[src/rtl/kv_pkg.sv]
// Shared types for the key-value line-fetch responder.
// The default widths and line size live here so the top and its users agree on them.
package kv_pkg;

    localparam int KV_DATA_WIDTH = 32;
    localparam int KV_ADDR_WIDTH = 32;
    localparam int KV_LINE_SIZE  = 4;

    typedef enum logic [1:0] {
        KV_FR_IDLE = 2'd0,
        KV_FR_REQ  = 2'd1,
        KV_FR_WAIT = 2'd2,
        KV_FR_RESP = 2'd3
    } kv_fetch_resp_state_e;

    typedef logic [KV_DATA_WIDTH-1:0] kv_line_word_t;

endpackage

[src/rtl/kv_line_fetch_responder.sv]
// Line-fetch responder: turns one line request into LINE_SIZE single-word memory reads.
// Optional feature macro: KV_FETCH_CRITICAL_WORD_FIRST_EN (read in wrap order from the requested word).
module kv_line_fetch_responder
    import kv_pkg::*;
#(
    parameter int DATA_WIDTH = KV_DATA_WIDTH,
    parameter int ADDR_WIDTH = KV_ADDR_WIDTH,
    parameter int LINE_SIZE  = KV_LINE_SIZE
) (
    input  logic                  i_clk,
    input  logic                  i_rst,
    input  logic [ADDR_WIDTH-1:0] i_fetch_addr,
    input  logic                  i_fetch_valid,
    output logic                  o_fetch_ready,
    output logic [DATA_WIDTH-1:0] o_fetch_data [LINE_SIZE],
    output logic                  o_fetch_valid,
    input  logic                  i_fetch_ready,
    output logic [ADDR_WIDTH-1:0] o_mem_addr,
    output logic                  o_mem_req,
    input  logic                  i_mem_gnt,
    input  logic [DATA_WIDTH-1:0] i_mem_rdata,
    input  logic                  i_mem_rvalid
);

    localparam int LOW_W = $clog2(LINE_SIZE);
    localparam int CNT_W = LOW_W + 1;
    localparam int HI_W  = ADDR_WIDTH - LOW_W;

    kv_fetch_resp_state_e  state_r, state_s;
    logic [HI_W-1:0]       base_hi_r, base_hi_s;
    logic [LOW_W-1:0]      off_r, off_s;
    logic [CNT_W-1:0]      cnt_r, cnt_s;
    logic [LOW_W-1:0]      start_off_s;
    logic                  wr_en_s;
    logic                  fetch_ready_r;
    logic                  fetch_valid_r;
    logic                  mem_req_r;
    logic [ADDR_WIDTH-1:0] mem_addr_r;
    logic [DATA_WIDTH-1:0] line_r [LINE_SIZE];

`ifdef KV_FETCH_CRITICAL_WORD_FIRST_EN
    assign start_off_s = i_fetch_addr[LOW_W-1:0];
`else
    assign start_off_s = {LOW_W{1'b0}};
    logic unused_addr_lo_s;
    assign unused_addr_lo_s = ^i_fetch_addr[LOW_W-1:0];
`endif

    // Next-state and datapath update; one memory read is outstanding at a time.
    always_comb begin
        state_s   = state_r;
        base_hi_s = base_hi_r;
        off_s     = off_r;
        cnt_s     = cnt_r;
        wr_en_s   = 1'b0;
        case (state_r)
            KV_FR_IDLE: begin
                if (i_fetch_valid && fetch_ready_r) begin
                    base_hi_s = i_fetch_addr[ADDR_WIDTH-1:LOW_W];
                    off_s     = start_off_s;
                    cnt_s     = {CNT_W{1'b0}};
                    state_s   = KV_FR_REQ;
                end else begin
                    state_s = KV_FR_IDLE;
                end
            end
            KV_FR_REQ: begin
                if (i_mem_gnt) begin
                    state_s = KV_FR_WAIT;
                end else begin
                    state_s = KV_FR_REQ;
                end
            end
            KV_FR_WAIT: begin
                if (i_mem_rvalid) begin
                    wr_en_s = 1'b1;
                    cnt_s   = cnt_r + CNT_W'(1);
                    off_s   = off_r + LOW_W'(1);
                    if (cnt_r == CNT_W'(LINE_SIZE - 1)) begin
                        state_s = KV_FR_RESP;
                    end else begin
                        state_s = KV_FR_REQ;
                    end
                end else begin
                    state_s = KV_FR_WAIT;
                end
            end
            KV_FR_RESP: begin
                if (i_fetch_ready) begin
                    state_s = KV_FR_IDLE;
                end else begin
                    state_s = KV_FR_RESP;
                end
            end
            default: begin
                state_s = KV_FR_IDLE;
            end
        endcase
    end

    // State, line buffer and registered outputs (decoded from the next state so they align with it).
    always_ff @(posedge i_clk or posedge i_rst) begin
        if (i_rst) begin
            state_r       <= KV_FR_IDLE;
            base_hi_r     <= {HI_W{1'b0}};
            off_r         <= {LOW_W{1'b0}};
            cnt_r         <= {CNT_W{1'b0}};
            fetch_ready_r <= 1'b0;
            fetch_valid_r <= 1'b0;
            mem_req_r     <= 1'b0;
            mem_addr_r    <= {ADDR_WIDTH{1'b0}};
            for (int k = 0; k < LINE_SIZE; k++) begin
                line_r[k] <= {DATA_WIDTH{1'b0}};
            end
        end else begin
            state_r       <= state_s;
            base_hi_r     <= base_hi_s;
            off_r         <= off_s;
            cnt_r         <= cnt_s;
            fetch_ready_r <= (state_s == KV_FR_IDLE);
            fetch_valid_r <= (state_s == KV_FR_RESP);
            mem_req_r     <= (state_s == KV_FR_REQ);
            if (state_s == KV_FR_REQ) begin
                mem_addr_r <= {base_hi_s, off_s};
            end
            if (wr_en_s) begin
                line_r[off_r] <= i_mem_rdata;
            end
        end
    end

    assign o_fetch_ready = fetch_ready_r;
    assign o_fetch_valid = fetch_valid_r;
    assign o_mem_req     = mem_req_r;
    assign o_mem_addr    = mem_addr_r;
    assign o_fetch_data  = line_r;

endmodule

[config.mk]
export PLATFORM = sky130hd
export DESIGN_NAME = kv_line_fetch_responder
export DESIGN_NICKNAME = d
export VERILOG_FILES = /design/src/rtl/kv_pkg.sv /design/src/rtl/kv_line_fetch_responder.sv
export SDC_FILE = /design/constraint.sdc
export NUM_CORES = 1
export LEC_CHECK = 0
export ABC_AREA = 1
export BUFFER_PORTS_ARGS = -buffer_cell sky130_fd_sc_hd__buf_2
export CORE_MARGIN = 2
export CORE_UTILIZATION = 45
export CTS_CLUSTER_DIAMETER = 80
export DETAILED_ROUTE_END_ITERATION = 10
export PLACE_DENSITY = 0.83
export SLEW_MARGIN = 5
export SYNTH_ARGS = -nofsm -noshare
export SYNTH_HDL_FRONTEND = slang
export SYNTH_SLANG_ARGS = --single-unit
[constraint.sdc]
create_clock -name i_clk -period 6.8 [get_ports i_clk]
set_clock_uncertainty 0.15 [all_clocks]
set_input_delay 0.68 -clock i_clk [delete_from_list [all_inputs] [get_ports i_clk]]
set_output_delay 0.68 -clock i_clk [all_outputs]
set_load 0.02 [all_outputs]
==> impl_results.md, run 1 <==
* Worst hold slack at 220 ps
* # nets final at 1065
* Synth unique cells at 18
* Cts repair resizes at 0
* Max Slew Vio Count at 0
* Vias per std cell at 5.04
* Synthesized area per cell at 9.73 um2
* Final period demand of the worst path at 3100 ps
* Worst flop-to-flop path endpoint: o_mem_addr[31]
* Ant diodes at 0
* Clk slew on worst S/H paths at 80 ps
* Routability cong. at 0.782
* Worst-Skew Late Latency at 430 ps
* Detailed Route Iter0 Violations at 321
* Post-route ant nets at 0
* Worst vdd ir at 0.289 mV
* Drt pass-1 iters at 5
* Clock buffer depth at 2
* CTS tree: built
* Finished Layout Cells at 1222
* Area of the die at 17900 um2
* Final wirelength at 18200 um
* Crit end category: flop
* Buf/Inv on CP at 0
* Synth Net Count at 854
* CP max stage delay at 830 ps
* Hold crit path type: in -> async
* Max-cap violations at 0
* Initial Utilization at 0.458
* Unrepaired setup endpoints after global routing: false
* FF+latch area at 5000 um2
* Vert. Die Dim at 134 um
* Row cnt at 47
* Switching share of power at 0.422
* Seq cells post-synth at 200
* Psw at 2.04 mW
* Crit path max fanout at 35
* Worst r2r src: cnt_r[0]
* Largest net degree at the start of global routing at 119
* Main synth FF type: dfrtp_1
* Relative slew slack at 0.189
* Share of async-settable or async-resettable flops after synthesis at 1.00
* Cell Area, Synth at 7570 um2
* Wirelength per Cell at 14.9 um
* CP Launch Type: flop
* Vias in the first global route at 5877
* Commonest cells in the netlist: nand2_1 (266), dfrtp_1 (200), o21ai_0 (77)
* Post-CTS Hold Buffers at 0
* Worst endpoint data arrival time at 3260 ps
* Initial antenna violation count at 0
* Status: completed
* EDFF count, synth at 0
* Synth top area cells: dfrtp_1 (66%), nand2_1 (13%), o21ai_0 (5.1%), nand3_1 (4.6%), o21ai_1 (3.6%)
* Synth warn at 0
* GRT Util Overall at 0.210
* Setup ws final at 3700 ps
* Multi-input combinational cell area at 2180 um2
* Syn-to-layout area delta at 24.5%
* Die width at 134 um
* CTS H-tree lvls at 4
* Final Hold Viols at 0
* Clock root buffer: clkbuf_16
* Critical path class: reg -> reg
* Pre-CTS setup slack at 3640 ps
* Register share of total power at 0.400
* CP top delay family: simple AND/OR/NAND/NOR gates
* Yosys top cell area share at 0.661
* Final setup vio count at 0
* Slowest CP cell: nand3_2
* CTS Sinks at 200
* First-pass GRT wire length at 29800 um
* DRC violation count after routing at 0
* DR vias at 6154
* Num CTS Buffers at 17
* Layout cells sized above 1 at 0.278
* Final HPWL DP at 11900 um
* Seq/Total Area, Yosys at 0.661
* Most frequent cell after synthesis: nand2_1
* R2R depth at 8
* Dominant cell type by area after synthesis: dfrtp_1
* Worst path required time at 6960 ps
* Post-Place Cells at 1190
* FF-to-FF setup slack at 3700 ps
* TNS Setup at 0 ps
* Leakage at 5.32 nW
* Clock network fraction of total power at 0.210
* Grt ovf at 0
* I/O Buffers at 230
* Gate power share at 0.389
* PwrDens at 513 nW/um2
* Post-CTS setup buffers at 0
* Worst-Margin Slew at 1210 ps
* Filler cells at 1423
* I/O pins at 233
* Fmax at 0.323 GHz
* Syn Inst Count at 778
* Final Cycle Share at 0.455
* Crit path launch: cnt_r[0]
* Crit path cell chain: ha_1 -> ha_1 -> nor2_1 -> nor2_1 -> nor2_4 -> nand3_2 -> nand2_1 -> nand2_1
* Int Pwr at 2.79 mW
* Core ar. at 16500 um2
## registers in the layout (all words and copies together) (netlist names)
| signal | count |
|---|---|
| o_fetch_data | 128 |
| base_hi_r | 30 |
| o_fetch_valid | 1 |
| o_fetch_ready | 1 |
| off_r | 2 |
| o_mem_req | 1 |
| o_mem_addr | 32 |
| cnt_r | 3 |
| state_r | 2 |
## cell families after synthesis
logic type | after synthesis | share of synthesized area
and+or+nand+nor | 352 | 0.192
AOI/OAI and AO/OA | 131 | 0.0866
adders and majority gates | 6 | 0.00992
DFF | 200 | 0.661
buffers and inverters | 89 | 0.0504
## power groups by stage
stage / combinational (mW) / sequential (mW) / clock [mW]
5_1_grt: 2.09 / 1.98 / 1.08
4_1_cts: 1.91 / 1.93 / 1.04
2_1_floorplan: 0.764 / 2.42 / 0
3_5_place_dp: 1.90 / 1.94 / 0
3_3_place_gp: 1.85 / 1.92 / 0
6_report: 1.88 / 1.93 / 1.02
## cell usage in the layout (no fill, tap or decap)
master / instances
nor2_2: 1
dfrtp_1: 200
nor2_1: 6
nand2_1: 266
nand3_1: 70
nand4_1: 1
buf_4: 4
o21ai_0: 77
ha_1: 6
nand2_2: 4
clkinv_8: 2
inv_2: 3
clkbuf_16: 17
o21ai_1: 54
bufinv_16: 1
nor2_4: 2
clkinv_4: 2
nand3_2: 2
clkinv_2: 1
inv_1: 43
buf_2: 230
inv_6: 5
inv_8: 5
## through the flow
stage | power [mW] | area (um2) | utilization
finish | 4.83 | 9430 | 0.570
global route | 5.16 | 9430 | 0.570
CTS | 4.87 | 9430 | 0.570
detailed placement | 3.85 | 8830 | 0.534
global placement | 3.77 | 8830 | 0.534
floorplan | 3.19 | 7570 | -
## worst max-delay path by stage
stage | to | slack (ps) | cells after the start
floorplan | base_hi_r[0] | 520 | 1
global placement | o_mem_addr[2] | 3700 | 8
detailed placement | o_mem_addr[31] | 3640 | 8
CTS | o_mem_addr[31] | 3690 | 8
global route | o_mem_addr[31] | 3420 | 8
finish | o_mem_addr[31] | 3700 | 8
## cell type report
class | count | area share
clock buffers | 17 | 0.0451
clock inverters | 15 | 0.0184
inverters | 47 | 0.0195
multi-input cells | 489 | 0.231
flip-flops and latches | 200 | 0.531
well taps | 220 | 0.0292
repair buffers | 234 | 0.125
## per-layer routing
layer	up-vias	GRT usage	wire length [um]
met2	258	0.340	8540
met4	0	0.0733	343
met3	30	0.0479	1480
li1	2922	-	-
met5	-	0	0
met1	2944	0.282	7820
No activity file was read; power rests on OpenSTA's default activity.
==> inputs of run 2 (changes only) <==
==> constraint.sdc (replaced) <==
create_clock -name i_clk -period 3 [get_ports i_clk]
set_clock_uncertainty 0.15 [all_clocks]
set_input_delay 0.3 -clock i_clk [delete_from_list [all_inputs] [get_ports i_clk]]
set_output_delay 0.3 -clock i_clk [all_outputs]
set_load 0.02 [all_outputs]
==> run 2 against run 1 <==
Non-clock buffer count is 40 higher; register-to-register slack worse by 3000 ps; clock power is 120% higher; flip-flop and latch count stayed put; setup slack worse by 3000 ps; utilization is 2.5 points higher; sequential power is 130% higher; die area stayed put; first-iteration DRC count is 16% lower; clock-buffer cell count is 1 higher; design area is 4.4% higher; fmax is 37% higher.
==> impl_results.md, run 2 (synthesis gave the netlist of run 1 again) <==
* I/O Buffers at 230 (unchanged)
* Most frequent cells in the layout: nand2_1 (266), buf_2 (230), dfrtp_1 (200), o21ai_0 (77), nand3_1 (70)
* Worst-Skew Late Latency at 420 ps (about the same)
* CP Launch Type: flop
* Most common cell after layout, fill and taps aside: nand2_1
* Finished Layout Cells at 1262 (+3.3%)
* Pre-CTS setup slack at 741 ps (-2900 ps)
* Status: completed
* Setup ws final at 743 ps (-2960 ps)
* Filler cells at 1336 (-6.1%)
* Crit end category: flop
* Worst hold slack at 19.3 ps (-201 ps)
* CTS tree: built
* Leakage at 5.51 nW (+3.4%)
* Detailed Route Iter0 Violations at 270 (-16%)
* Initial Utilization at 0.458 (unchanged)
* Clock buffer depth at 2 (unchanged)
* Post-Place Cells at 1202 (+1.0%)
* Max reg flops at 128 (unchanged)
* Final wirelength at 19100 um (+5.2%)
* Multi-input combinational cell area at 2180 um2 (unchanged)
* Critical path class: reg -> reg
* DRC violation count after routing at 0 (unchanged)
* FF+latch area at 5000 um2 (unchanged)
* Worst path required time at 3150 ps (-3810 ps)
* Max-cap violations at 0 (unchanged)
* Vias in the first global route at 6078 (+3.4%)
* Post-Layout Inst Area at 9840 um2 (+4.4%)
* Slowest CP cell: nand3_2
* Vias per std cell at 4.99 (-0.86%)
* Fmax at 0.443 GHz (+37%)
* Max Slew Vio Count at 0 (unchanged)
* PwrDens at 1120 nW/um2 (+120%)
* Ant diodes at 0 (unchanged)
* Initial antenna violation count at 0 (unchanged)
* Final Hold Viols at 0 (unchanged)
* Util after Layout at 0.596 (+0.0251)
* Final period demand of the worst path at 2260 ps (-840 ps)
* Final HPWL DP at 12700 um (+6.8%)
* Final Cycle Share at 0.752 (+0.297)
* Layout cells sized above 1 at 0.279 (+0.000828)
* DR vias at 6301 (+2.4%)
* CTS H-tree lvls at 4 (unchanged)
* Die width at 134 um (unchanged)
* Post-CTS setup buffers at 0 (unchanged)
* I/O pins at 233 (unchanged)
* Clk slew on worst S/H paths at 70 ps (about the same)
* Num CTS Buffers at 17 (unchanged)
* Largest net degree at the start of global routing at 65 (-45%)
* Vert. Die Dim at 134 um (unchanged)
* Relative slew slack at 0.445 (+0.256)
* Area of the die at 17900 um2 (unchanged)
* Hold crit path type: in -> reg
* Final setup vio count at 0 (unchanged)
* Total power at 11.0 mW (+130%)
* Wirelength per Cell at 15.1 um (+1.8%)
* # nets final at 1105 (+3.8%)
* Routability cong. at 0.828 (+5.9%)
* TNS Setup at 0 ps (unchanged)
* Syn-to-layout area delta at 30.0%
* Worst-Margin Slew at 831 ps (-383 ps)
* Placed Area at 8960 um2 (+1.5%)
* CTS Sinks at 200 (unchanged)
* Crit path max fanout at 33 (-5.7%)
* Post-route ant nets at 0 (unchanged)
* Clock root buffer: clkbuf_16
* Grt ovf at 0 (unchanged)
* Worst endpoint data arrival time at 2400 ps (-860 ps)
* CP max stage delay at 600 ps (-230 ps)
* Crit path cell chain: ha_1 -> ha_1 -> nor2_1 -> nor2_1 -> nor2_4 -> nand3_2 -> nand2_1 -> nand2_1
* Unrepaired setup endpoints after global routing: false
* Worst vdd ir at 0.538 mV (+86%)
* Row cnt at 47 (unchanged)
* GRT Util Overall at 0.216 (+0.00512)
* First-pass GRT wire length at 30600 um (+2.7%)
* Core ar. at 16500 um2 (unchanged)
* Drt pass-1 iters at 5 (unchanged)
run 2: changes by cell type in the layout (fill, tap and decap cells not counted), sizes merged:
| cell | before | now |
|---|---|---|
| inv | 56 | 53 |
| buf | 234 | 246 |
| dlygate4sd3 | 0 | 28 |
| clkbuf | 17 | 18 |
| clkinvlp | 0 | 2 |
run 2: worst max-delay path, delay by kind of cell, from the launching register on:
family        cells  cell delay, ps
fa+ha+maj         2             380
flops             1             400
simple gates      6            1200
run 2: final cells by class:
| type | instances | area share |
|---|---|---|
| Inverter | 47 | 0.0183 |
| Timing Repair Buffer | 274 | 0.163 |
| Tap cell | 220 | 0.0280 |
| Clock buffer | 18 | 0.0446 |
| Multi-Input combinational cell | 489 | 0.222 |
| Sequential cell | 200 | 0.509 |
| Clock inverter | 14 | 0.0161 |
run 2: what timing repair did:
item / in CTS / in global routing
endpoints found under the hold margin: 58 / 0
hold buffers: 28 / 0
gates resized for setup: 0 / 0
endpoints found under the setup margin: 0 / 0
run 2: path summary, 6_finish.rpt:
kind	endpoint	startpoint	slack, ps	cells after the start
setup / recovery	o_mem_addr[4]	cnt_r[0]	740	8
hold / removal	o_fetch_data[7]	i_mem_rdata[7]	20	3
setup reg to reg	o_mem_addr[4]	cnt_r[0]	740	8
hold reg to reg	base_hi_r[11]	base_hi_r[11]	320	2
max in group asynchronous	o_mem_addr[13]	i_rst	1510	4
min in group asynchronous	o_fetch_data[122]	i_rst	450	3
run 2: routing by layer:
layer  GRT usage  wire length (um)  vias to the layer above
met1       0.268              7820                     3003
met5           0                 0                        -
li1            -                 -                     3007
met2       0.375              9580                      273
met3      0.0533              1460                       18
met4      0.0626               247                        0
run 2: where the power goes:
group | switching (mW) | internal (mW) | total, mW
Combinational | 3.00 | 1.38 | 4.39
Sequential | 0.554 | 3.82 | 4.38
Clock | 1.07 | 1.21 | 2.29
==> inputs of run 3 (changes only) <==
--- a/config.mk
+++ b/config.mk
@@ -5,13 +5,13 @@
 export SDC_FILE = /design/constraint.sdc
 export NUM_CORES = 1
 export LEC_CHECK = 0
-export ABC_AREA = 1
+export ABC_AREA = 0
 export BUFFER_PORTS_ARGS = -buffer_cell sky130_fd_sc_hd__buf_2
 export CORE_MARGIN = 2
 export CORE_UTILIZATION = 45
 export CTS_CLUSTER_DIAMETER = 80
 export DETAILED_ROUTE_END_ITERATION = 10
-export PLACE_DENSITY = 0.83
+export PLACE_DENSITY = 0.82
 export SLEW_MARGIN = 5
 export SYNTH_ARGS = -nofsm -noshare
 export SYNTH_HDL_FRONTEND = slang
==> constraint.sdc (replaced) <==
create_clock -name i_clk -period 2.16 [get_ports i_clk]
set_clock_uncertainty 0.15 [all_clocks]
set_input_delay 0.216 -clock i_clk [delete_from_list [all_inputs] [get_ports i_clk]]
set_output_delay 0.216 -clock i_clk [all_outputs]
set_load 0.02 [all_outputs]
==> run 3 against run 2 <==
Design area up 7.0%; fmax up 7.7%; register-to-register slack worse by 680 ps.
==> impl_results.md, run 3 <==
* FF-to-FF setup slack at 70 ps (-680 ps)
* Final period demand of the worst path at 2090 ps (-162 ps)
* Synth warn at 0 (unchanged)
* Core ar. at 16700 um2 (+1.1%)
* Initial antenna violation count at 0 (unchanged)
* DRC violation count after routing at 0 (unchanged)
* Most frequent cell after synthesis: dfrtp_1
* GR Layer Usage met1 at 0.248 (-0.0194)
* Max Slew Vio Count at 0 (unchanged)
* Num CTS Buffers at 17 (unchanged)
* Critical path class: reg -> reg
* Top Usage Layer GRT: met2
* # nets final at 848 (-23%)
* Seq/Total Area, Yosys at 0.648 (-0.0133)
* R2R depth at 5 (-3)
* Clock root buffer: clkbuf_16
* Ant diodes at 0 (unchanged)
* PwrDens at 1590 nW/um2 (+42%)
* DR vias at 5016 (-20%)
* Area of the die at 18200 um2 (+2.0%)
* Hold_sp: i_mem_rvalid
* Synth Area in XOR/XNOR at 0 (unchanged)
* Share of async-settable or async-resettable flops after synthesis at 1.00 (unchanged)
* Hold depth at 3 (unchanged)
* Syn Inst Count at 461 (-41%)
* M2 GR Usage at 0.360 (-0.0153)
* Final Cycle Share at 0.970 (+0.218)
* Setup ws final at 65.2 ps (-678 ps)
* Hold crit path type: in -> reg
* Pre-CTS setup slack at -1.98 ps (-743 ps)
* Unrepaired setup endpoints after global routing: false
* GRT met3 Usage at 0.0526 (-0.000720)
* Synthesized area per cell at 16.8 um2 (+72%)
* Layout cells sized above 1 at 0.610 (+0.331)
* Main synth FF type: dfrtp_1
* Vert. Die Dim at 135 um (+0.99%)
* First-pass GRT wire length at 28900 um (-5.6%)
* Worst flop-to-flop path endpoint: o_mem_addr[2]
* Fmax at 0.477 GHz (+7.7%)
* Final wirelength at 18200 um (-4.7%)
* Synth unique cells at 26 (+8)
* Most common cell after layout, fill and taps aside: buf_2
* Row cnt at 47 (unchanged)
* Most frequent cells in the layout: buf_2 (230), dfrtp_1 (199), mux2_2 (156), dlygate4sd3_1 (63), mux2_4 (30)
* Post-synthesis adder-cell area fraction at 0.00972 (-0.000199)
* Crit end category: flop
* Seq cells post-synth at 200 (unchanged)
* Worst Hold Endpoint: off_r[1]
* Crit path max fanout at 33 (unchanged)
* Post-Layout Inst Area at 10500 um2 (+7.0%)
* Clk slew on worst S/H paths at 70 ps (about the same)
* Worst path required time at 2320 ps (-830 ps)
* Synth Net Count at 537 (-37%)
* Worst-Skew Late Latency at 420 ps (about the same)
* Commonest cells in the netlist: dfrtp_1 (200), mux2_2 (156), mux2_4 (30)
* Post-Synth Simple-Gate Area at 0.0144 (-0.177)
* Dominant cell type by area after synthesis: dfrtp_1
* Detailed Route Iter0 Violations at 122 (-55%)
* Wirelength per Cell at 18.1 um (+20%)
* EDFF count, synth at 0 (unchanged)
* Final setup vio count at 0 (unchanged)
* Worst vdd ir at 0.904 mV (+68%)
* Final HPWL DP at 12100 um (-5.3%)
* Leakage at 5.41 nW (-1.8%)
* Post-route ant nets at 0 (unchanged)
* Final Hold Viols at 0 (unchanged)
* Grt ovf at 0 (unchanged)
* Routability cong. at 0.794 (-4.1%)
* Initial Utilization at 0.462 (+0.00445)
* Syn-to-layout area delta at 36.3%
* Synth Area in Compound Gates at 0.0157 (-0.0709)
* Status: completed
* Worst-Margin Slew at 746 ps (-85.1 ps)
* GRT Util Overall at 0.206 (-0.00975)
* Relative slew slack at 0.502 (+0.0568)
* Yosys top cell area share at 0.648 (-0.0133)
* Vias per std cell at 4.99 (about the same)
* I/O pins at 233 (unchanged)
* Largest net degree at the start of global routing at 41 (-37%)
* Max-cap violations at 0 (unchanged)
* I/O Buffers at 230 (unchanged)
* Clock buffer depth at 2 (unchanged)
* Worst endpoint data arrival time at 2250 ps (-150 ps)
* CTS Sinks at 200 (unchanged)
* Worst r2r src: state_r[1]
* Placed Area at 9320 um2 (+4.0%)
* Synth top area cells: dfrtp_1 (65%), mux2_2 (23%), mux2_4 (5.8%), buf_2 (1.0%), ha_1 (0.97%)
* CP Launch Type: flop
* CTS tree: built
* Total power at 16.7 mW (+51%)
* Post-CTS setup buffers at 0 (unchanged)
* Post-synthesis mux area share at 0.293 (+0.293)
* Die width at 135 um (+0.99%)
* CTS H-tree lvls at 4 (unchanged)
* Drt pass-1 iters at 4 (-1)
* Cell Area, Synth at 7720 um2 (+2.0%)
* Vias in the first global route at 5472 (-10%)
* Main combinational cell family by area after synthesis: multiplexers
* Max reg flops at 128 (unchanged)
* Util after Layout at 0.630 (+0.0348)
[run 3: cell types whose count changed after synthesis, sizes merged, moves of 3 or more]
cell / before / now
nand2: 270 / 9
mux2: 0 / 191
o21ai: 131 / 7
nand3: 72 / 1
inv: 47 / 7
buf: 33 / 20
clkbuf: 9 / 1
nor2: 9 / 3
a21oi: 0 / 3
o211ai: 0 / 3
[run 3: where the power goes]
group / internal [mW] / total (mW) / leakage, nW / switching, mW
sequential: 5.54 / 6.47 / 2.51 / 0.926
combinational: 3.34 / 7.19 / 2.62 / 3.85
clock: 1.66 / 3.07 / 0.275 / 1.40
[run 3: routing by layer]
metal,vias to the layer above,wire length [um]
met5,-,0
met4,0,298
met3,26,991
met2,165,9540
met1,2582,7390
li1,2243,-
[run 3: area by class of cell]
cell class | count | area (um2)
Clock inverter | 13 | 120
Timing Repair Buffer | 313 | 2060
Multi-Input combinational cell | 233 | 2590
Sequential cell | 200 | 5010
Clock buffer | 19 | 453
Fill cell | 1246 | 6170
Tap cell | 220 | 275
Inverter | 7 | 30.0
[run 3: how the worst max path moves through the flow]
| stage | startpoint | endpoint | slack (ps) | cells after the start |
|---|---|---|---|---|
| after floorplan | i_rst | base_hi_r[0] | -790 | 1 |
| after global placement | state_r[0] | o_mem_addr[31] | 130 | 5 |
| after detailed placement | state_r[0] | o_mem_addr[31] | -2 | 5 |
| after CTS | state_r[1] | o_mem_addr[6] | 60 | 5 |
| after global routing | state_r[1] | o_mem_addr[5] | 8 | 5 |
| final | state_r[1] | o_mem_addr[2] | 70 | 5 |
[run 3: timing repair]
action | 4_1_cts | 5_1_grt
gates resized for setup | 1 | 1
hold buffers | 63 | 0
hold endpoints to repair | 179 | 0
setup endpoints to repair | 3 | 29
[run 3: worst max-delay path: stages, from the launching register on]
cell      delay [ps]
dfrtp_2          440
mux2_4           330
a221oi_4         370
o211ai_4         130
buf_12           210
mux2_4           320
[run 3: cells by family (layout without fill, tap and decap cells)]
group           count (synthesis)  after routing
buf+inv                        28            352
flops                         200            200
simple gates                   21             21
compound gates                 15             15
fa+ha+maj                       6              6
mux                           191            191
[run 3: per-stage QoR]
step	cells	TNS (ps)	hold slack, ps
CTS	1005	0	21.7
global placement	910	0	227
floorplan	461	-158870	216
detailed placement	910	-3.77	229
finish	1005	0	43.4
global route	1005	0	32.0
